`config.mk`:
```
export PLATFORM = sky130hd
export DESIGN_NAME = fp16_approx_mac_unit
export DESIGN_NICKNAME = d
export VERILOG_FILES = /design/src/rtl/fp16_approx_mac_unit.sv
export SDC_FILE = /design/constraint.sdc
export NUM_CORES = 1
export LEC_CHECK = 0
export BUFFER_PORTS_ARGS = -buffer_cell sky130_fd_sc_hd__buf_2
export CAP_MARGIN = 20
export CORE_MARGIN = 2
export CORE_UTILIZATION = 45
export CTS_BUF_LIST = sky130_fd_sc_hd__clkbuf_2
export DETAILED_ROUTE_END_ITERATION = 10
export PLACE_DENSITY = 0.72
export SLEW_MARGIN = 0
export SYNTH_ARGS = -nofsm -noshare
export SYNTH_HDL_FRONTEND = slang
export SYNTH_SLANG_ARGS = --single-unit
```
`constraint.sdc`:
```
create_clock -name clk -period 12.81 [get_ports clk]
set_input_delay 2.562 -clock clk [delete_from_list [all_inputs] [get_ports clk]]
set_output_delay 2.562 -clock clk [all_outputs]
set_load 0.02 [all_outputs]
```
`src/rtl/fp16_approx_mac_unit.sv`:
```
// Approximate binary16 multiply-accumulate: truncating multiply and add with
// flush-to-zero inputs, saturating overflow, and a single 16-bit accumulator.
module fp16_approx_mac_unit (
    input  logic        clk,
    input  logic        rst,
    input  logic        enable,
    input  logic [15:0] a,
    input  logic [15:0] b,
    output logic [15:0] acc_out
);

    logic [15:0]       acc_q, acc_d;

    logic              p_zero, p_sat, p_sign;
    logic signed [7:0] p_exp;
    logic [10:0]       p_sig;
    logic [21:0]       prod;

    logic              x_big, s_big, s_small;
    logic [4:0]        e_big, e_small, dexp;
    logic [10:0]       sig_big, sig_small, sig_sh, diff, res_sig;
    logic [11:0]       sum;
    logic [3:0]        msb, lz;
    logic signed [7:0] res_exp;
    logic              res_sign, res_zero;

    always_comb begin
        p_sign = a[15] ^ b[15];
        prod   = {11'b0, 1'b1, a[9:0]} * {11'b0, 1'b1, b[9:0]};
        p_exp  = $signed({3'b0, a[14:10]}) + $signed({3'b0, b[14:10]}) - 8'sd15;
        p_sig  = prod[20:10];
        if (prod[21]) begin
            p_sig = prod[21:11];
            p_exp = p_exp + 8'sd1;
        end
        p_zero = (a[14:10] == 5'd0) || (b[14:10] == 5'd0);
        p_sat  = !p_zero && ((a[14:10] == 5'd31) || (b[14:10] == 5'd31));
        // Product range faults fold into the zero/saturate paths so the adder only sees normals.
        if (!p_zero && !p_sat) begin
            if (p_exp <= 8'sd0)
                p_zero = 1'b1;
            else if (p_exp >= 8'sd31)
                p_sat = 1'b1;
        end
    end

    always_comb begin
        x_big     = (acc_q[14:10] > p_exp[4:0]) ||
                    ((acc_q[14:10] == p_exp[4:0]) && ({1'b1, acc_q[9:0]} >= p_sig));
        s_big     = x_big ? acc_q[15]          : p_sign;
        s_small   = x_big ? p_sign             : acc_q[15];
        e_big     = x_big ? acc_q[14:10]       : p_exp[4:0];
        e_small   = x_big ? p_exp[4:0]         : acc_q[14:10];
        sig_big   = x_big ? {1'b1, acc_q[9:0]} : p_sig;
        sig_small = x_big ? p_sig              : {1'b1, acc_q[9:0]};
        dexp      = e_big - e_small;
        sig_sh    = sig_small >> dexp;

        res_exp  = $signed({3'b0, e_big});
        res_sign = s_big;
        res_zero = 1'b0;
        res_sig  = '0;
        sum      = '0;
        diff     = '0;
        msb      = '0;
        lz       = '0;

        if (s_big == s_small) begin
            sum = {1'b0, sig_big} + {1'b0, sig_sh};
            if (sum[11]) begin
                res_sig = sum[11:1];
                res_exp = res_exp + 8'sd1;
            end else begin
                res_sig = sum[10:0];
            end
        end else begin
            diff = sig_big - sig_sh;
            for (int unsigned i = 0; i < 11; i++)
                if (diff[i]) msb = i[3:0];
            lz       = 4'd10 - msb;
            res_sig  = diff << lz;
            res_exp  = res_exp - $signed({4'b0, lz});
            res_zero = (diff == 11'd0);
        end

        acc_d = acc_q;
        if (enable && !p_zero) begin
            if (p_sat)
                acc_d = {p_sign, 15'h7BFF};
            else if (acc_q[14:10] == 5'd0)
                acc_d = {p_sign, p_exp[4:0], p_sig[9:0]};
            else if (res_zero || res_exp <= 8'sd0)
                acc_d = '0;
            else if (res_exp >= 8'sd31)
                acc_d = {res_sign, 15'h7BFF};
            else
                acc_d = {res_sign, res_exp[4:0], res_sig[9:0]};
        end
    end

    always_ff @(posedge clk or negedge rst) begin
        if (!rst)
            acc_q <= '0;
        else
            acc_q <= acc_d;
    end

    assign acc_out = acc_q;

endmodule

```
-- After elaboration in Yosys (flattened, before gate mapping)
Cells that the tools add are included.
- bits in registers: 16
- input bits: 35
- output and inout bits: 16
- word-level logic and storage cells: 72
- $add $sub $neg: 9
- multiply operators: 1
- magnitude comparators: 6
- eq/ne operators: 4
- shifts and indexed selects: 2
- muxes and demuxes: 33
- bitwise operators: 1
- reductions and logical operators: 15
- operator list (operator ; number):
    16-bit two-way mux ; 3
    4-bit two-way mux ; 10
    11-bit two-way mux ; 3
    11-bit by 11-bit multiplier with 22-bit output ; 1
    10-bit two-way mux ; 2
    8-bit by 6-bit >= comparator with 1-bit output, second input constant ; 2
    8-bit by 1-bit less-or-equal comparator with 1-bit output, second input constant ; 2
    8-bit two-way mux ; 2
    5-bit logical NOT ; 3
    15-bit two-way mux ; 1
    11-bit by 11-bit adder with 12-bit output ; 1
    11-bit >= comparator ; 1
    11-bit logical NOT ; 1
    11-bit by 4-bit << shifter with 10-bit output ; 1
    11-bit by 5-bit >> shifter with 11-bit output ; 1
    11-bit subtractor ; 1
    5-bit equality test, second input constant ; 2
    5-bit two-way mux ; 2
    1-bit two-way mux ; 9
    7-bit by 2-bit adder with 8-bit output, second input constant ; 1
    6-bit by 4-bit subtractor with 7-bit output, second input constant ; 1
    5-bit by 1-bit adder with 6-bit output, second input constant ; 1
    5-bit by 5-bit adder with 6-bit output ; 1
    6-bit two-way mux ; 1
    other kinds (10) ; 18

-- Depth between registers and ports, before layout
- depth in word-level cells: 30
- mapped depth: 66
- gate-level depth less buffers: 60

-- Least setup slack after synthesis
OpenSTA, ideal clock, no wires.
- path type: input to register
- start point: in b[9]
- end point: reg acc_q[1], in the netlist acc_out[1]
- setup time: 0.126 ns
- data arrival time: 15.991 ns
- data required time: 12.684 ns
- path slack: -3.307 ns
- stages: 60
- path buffers: 4
- cell sequence: clkbuf_1 > inv_1 > nor2_1 > fa_1 > inv_1 > fa_1 > inv_1 > fa_1 > fa_1 > inv_1 > fa_1 > inv_1 > ha_1 > a21oi_1 > o211ai_1 > a311oi_2 > o22ai_2 > nor2_4 > [... 24 more ...] > a2111o_1 > o311ai_1 > o21ai_0 > nor2b_1 > o21ai_0 > inv_1 > ha_1 > and2_1 > nor2_1 > buf_1 > ha_1 > xor2_1 > nor2_1 > or4_4 > a211o_1 > o41ai_4 > a21oi_2 > o32a_1
- cells in the longest elaborated chain, start to end: 28
- elaborated cells between the ends (all ways): 56
- those cells by class: add/sub: 6; mul: 1; order compare: 6; eq/ne: 2; shift: 2; mux: 33; reduce/logical: 6
- RTL lines (item ; line ; text):
    from (decl) ; 8 ; input logic [15:0] b,
    11-bit by 11-bit multiplier with 22-bit output (*) ; 29 ; prod = {11'b0, 1'b1, a[9:0]} * {11'b0, 1'b1, b[9:0]};
    11-bit two-way mux / 8-bit two-way mux (equally long branches) ; 32 ; if (prod[21]) begin
    11-bit >= comparator / 5-bit equality test (equally long branches) ; 49 ; ((acc_q[14:10] == p_exp[4:0]) && ({1'b1, acc_q[9:0]} >= p_sig));
    1-bit logical AND ; 49 ;
    1-bit logical OR ; 48 ; x_big = (acc_q[14:10] > p_exp[4:0]) ||
    5-bit two-way mux, on equally long branches ; 52, 53 ;
    5-bit subtractor ; 56 ; dexp = e_big - e_small;
    11-bit by 5-bit >> shifter with 11-bit output ; 57 ; sig_sh = sig_small >> dexp;
    [... 12 more ...] ; -- ;
    4-bit subtractor ; 80 ; lz = 4'd10 - msb;
    5-bit by 4-bit subtractor with 6-bit output ; 82 ; res_exp = res_exp - $signed({4'b0, lz});
    8-bit two-way mux ; 68 ; if (s_big == s_small) begin
    8-bit by 6-bit >= comparator with 1-bit output / 8-bit by 1-bit less-or-equal comparator with 1-bit output (equally long branches) ; 94, 92 ;
    15-bit two-way mux / 1-bit logical OR (equally long branches) ; 94, 92 ;
    16-bit two-way mux ; 92 ; else if (res_zero || res_exp <= 8'sd0)
    16-bit two-way mux ; 90 ; else if (acc_q[14:10] == 5'd0)
    16-bit two-way mux ; 88 ; if (p_sat)
    to (signal assigned) ; 103 ; acc_q <= '0;
    to (signal assigned) ; 105 ; acc_q <= acc_d;
    to (decl) ; 12 ; logic [15:0] acc_q, acc_d;
Every way passes the cells marked *; elsewhere a longest branch is shown, timed or not. The select of a mux whose other input is x is not followed.
A chain may end at the register's enable or synchronous reset.

-- Worst setup path in the final report
- start point: in b[9]
- end point: reg acc_q[4], in the netlist acc_out[4]
Same word-level chain as after synthesis.

==> results.py <==
metrics = {
    "status": {
        "status": "finished, violations left",
        "violations": "setup timing",
    },
    "setup_path": {
        "worstPathArrival_ns": 14.65,
        "worst_path_max_delay_cell": "fa_2",
        "cp_max_fo": 8,
        "crit_path_end_kind": "flop",
        "cpPeakStageDelay_ns": 0.57,
        "startpoint_type": "input pin",
        "critPathBufInv": 15,
        "required_ns": 13.01,
        "critical_path_class": "input pin to flop",
        "cp_common_cell": "buf_4",
        "crit_family": "adder cells",
    },
    "layout": {
        "finalNetCount": 1790,
        "largest_reg_flops": 16,
        "regArea_um2": 400,
        "fillerInstances": 1425,
        "multi_input_area_um2": 8960,
        "antenna_cells": 0,
        "synthToLayoutAreaGrowth_pct": 48.5,
        "final_area_um2": 13700,
        "final_util": 0.678,
        "drive_gt1_frac": 0.413,
    },
    "logic_synthesis": {
        "ys_warn_count": 0,
        "syn_area_per_cell_um2": 7.73,
        "syn_area_um2": 9210,
        "synth_cell_types": 93,
        "synth_top_area_share": 0.180,
        "yosys.cell_count.top_type": "inv_1",
        "ys.flop_type": "dfrtp_1",
        "synth_nets": 1416,
        "ys_seq_elements": 16,
        "yosysSeqAreaShare": 0.0435,
        "syn_inst": 1191,
        "synthArstFlopShare": 1.00,
        "synth_area_leaders": "fa_1, ha_1, inv_1",
        "yosys.area.top_type": "fa_1",
        "synth_edf_count": 0,
        "synth_common_cells": "inv_1, nand2_1, ha_1",
    },
    "cts": {
        "numClockSinks": 16,
        "cts_buffers": 3,
        "cts_max_level": 1,
        "tritoncts": "done",
        "cts_root_buf": "clkbuf_2",
        "clk_pin_slew_ns": 0.17,
        "cts_hold_buf": 0,
        "insertion_delay_ns": 0.31,
        "clock_path_buffers": 2,
    },
    "sta": {
        "period_needed_ns": 14.46,
        "slew_violations": 0,
        "max_freq_mhz": 69.2,
        "final-setup-viol-count": 16,
        "rsz0062_at_grt": "yes",
        "skew_ns": 0.00569,
        "finalCritPeriodShare": 1.13,
        "tightest_slew_ns": 0.715,
        "finalWorstSetupSlack_ns": -1.65,
        "hold_violations": 0,
        "slew_headroom": 0.523,
    },
    "floorplanning": {
        "num_io_pins": 51,
        "fp.dieH_um": 147,
        "core_region_area_um2": 20200,
        "chipWidth_um": 147,
        "std_cell_rows": 52,
        "start_util": 0.456,
        "die_area_um2": 21600,
    },
    "global_route": {
        "grt_first_pass_wirelength_mm": 52.8,
        "grt_max_degree": 22,
        "antenna_found_initial": 0,
        "grt_pass1_vias": 10786,
        "grt-ovfl-total": 0,
        "gr-usage-all-layers": 0.296,
    },
    "hold_path": {
        "hold_class": "flop to flop",
    },
    "routing": {
        "vias_per_cell": 5.86,
        "drt_iter0_drc": 916,
        "drt_pass1_iterations": 6,
        "vias": 10743,
        "drcViolationCount": 0,
        "wl_per_cell_um": 18.2,
        "finalWirelength_mm": 33.5,
        "antenna_left": 0,
    },
    "placed_design": {
        "place_congestion": 0.955,
        "place_area_um2": 12100,
        "preCtsSetupSlack_ns": -2.20,
        "portBuffers": 50,
        "hpwl_mm": 24.2,
    },
    "job": {
        "cap_violations": 0,
    },
}
placed cells by master, fill, tap and decap left out, drive strengths merged, types with 7 or more instances in the layout:
master	netlist	layout
nand3	23	23
mux2i	27	27
inv	165	165
buf	11	421
mux2	9	9
nand2	120	120
nor2	88	88
mux4	8	8
and2	51	51
nor2b	12	12
a21oi	74	74
nor3	15	15
a31oi	11	11
ha	107	107
nor4	13	13
a211oi	15	15
or3	9	9
o21a	13	13
xor2	11	11
o21ai	65	65
nand4	9	9
nand2b	9	9
a21o	20	20
dfrtp	16	16
xnor2	32	32
o211ai	13	13
a221oi	7	7
fa	83	83
logic make-up after synthesis:
| family | count (synthesis) | share of synthesized area |
|---|---|---|
| XOR/XNOR | 43 | 0.0425 |
| buffers and inverters | 220 | 0.0921 |
| AO/OA/AOI/OAI | 305 | 0.237 |
| adder cells (fa/ha/maj) | 190 | 0.326 |
| flip-flops | 16 | 0.0435 |
| multiplexers | 44 | 0.0599 |
| AND/OR/NAND/NOR | 373 | 0.199 |
worst register-to-register path, delay by kind of cell (launching register included):
| family | cells | cell delay, ns |
|---|---|---|
| flip-flops | 1 | 0.55 |
| buffers and inverters | 9 | 1.18 |
| AO/OA/AOI/OAI | 16 | 3.22 |
| AND/OR/NAND/NOR | 10 | 1.47 |
| XOR/XNOR | 3 | 0.50 |
| adder cells (fa/ha/maj) | 5 | 1.36 |
metal layers:
metal / GRT usage / share of wire / up-vias
met4: 0.0861 / 0.039 / 0
li1: - / - / 4872
met3: 0.0252 / 0.079 / 140
met1: 0.392 / 0.40 / 5149
met2: 0.519 / 0.48 / 582
met5: 0 / 0 / -
final timing paths:
path | startpoint | end | slack (ns) | cells past startpoint
min | acc_out[14]$_DFFE_PN0P_ | acc_out[14]$_DFFE_PN0P_ | 0.69 | 2
min reg2reg | acc_out[14]$_DFFE_PN0P_ | acc_out[14]$_DFFE_PN0P_ | 0.69 | 2
min in group asynchronous | rst | acc_out[6]$_DFFE_PN0P_ | 2.14 | 1
max in group asynchronous | rst | acc_out[1]$_DFFE_PN0P_ | 10.41 | 1
max | b[9] | acc_out[4]$_DFFE_PN0P_ | -1.65 | 59
max reg2reg | acc_out[11]$_DFFE_PN0P_ | acc_out[4]$_DFFE_PN0P_ | 4.43 | 43
layout make-up:
type                    instances  area share
well taps                     270      0.0247
inverters                     166      0.0469
flip-flops and latches         16      0.0293
clock inverters                 1    0.000275
repair buffers                422       0.242
clock buffers                   3     0.00110
multi-input cells             956       0.656
through the flow:
stage          cells  setup TNS, ns  hold WS [ns]
2_1_floorplan   1191         -25.45         0.674
3_3_place_gp    1749         -28.38         0.602
3_5_place_dp    1749         -32.20         0.622
4_1_cts         1814         -20.55         0.663
5_1_grt         1834         -30.93         0.717
6_report        1834         -23.36         0.694
repair_timing:
| item | CTS | global route |
|---|---|---|
| pin swaps | 92 | 50 |
| endpoints found under the setup margin | 16 | 16 |
| gates resized for setup | 168 | 61 |
| buffers inserted | 66 | 20 |
| cloned | 1 | 1 |
Power is not shown: default switching activity piles up to over one toggle a cycle in this logic, so the estimate is an artifact.
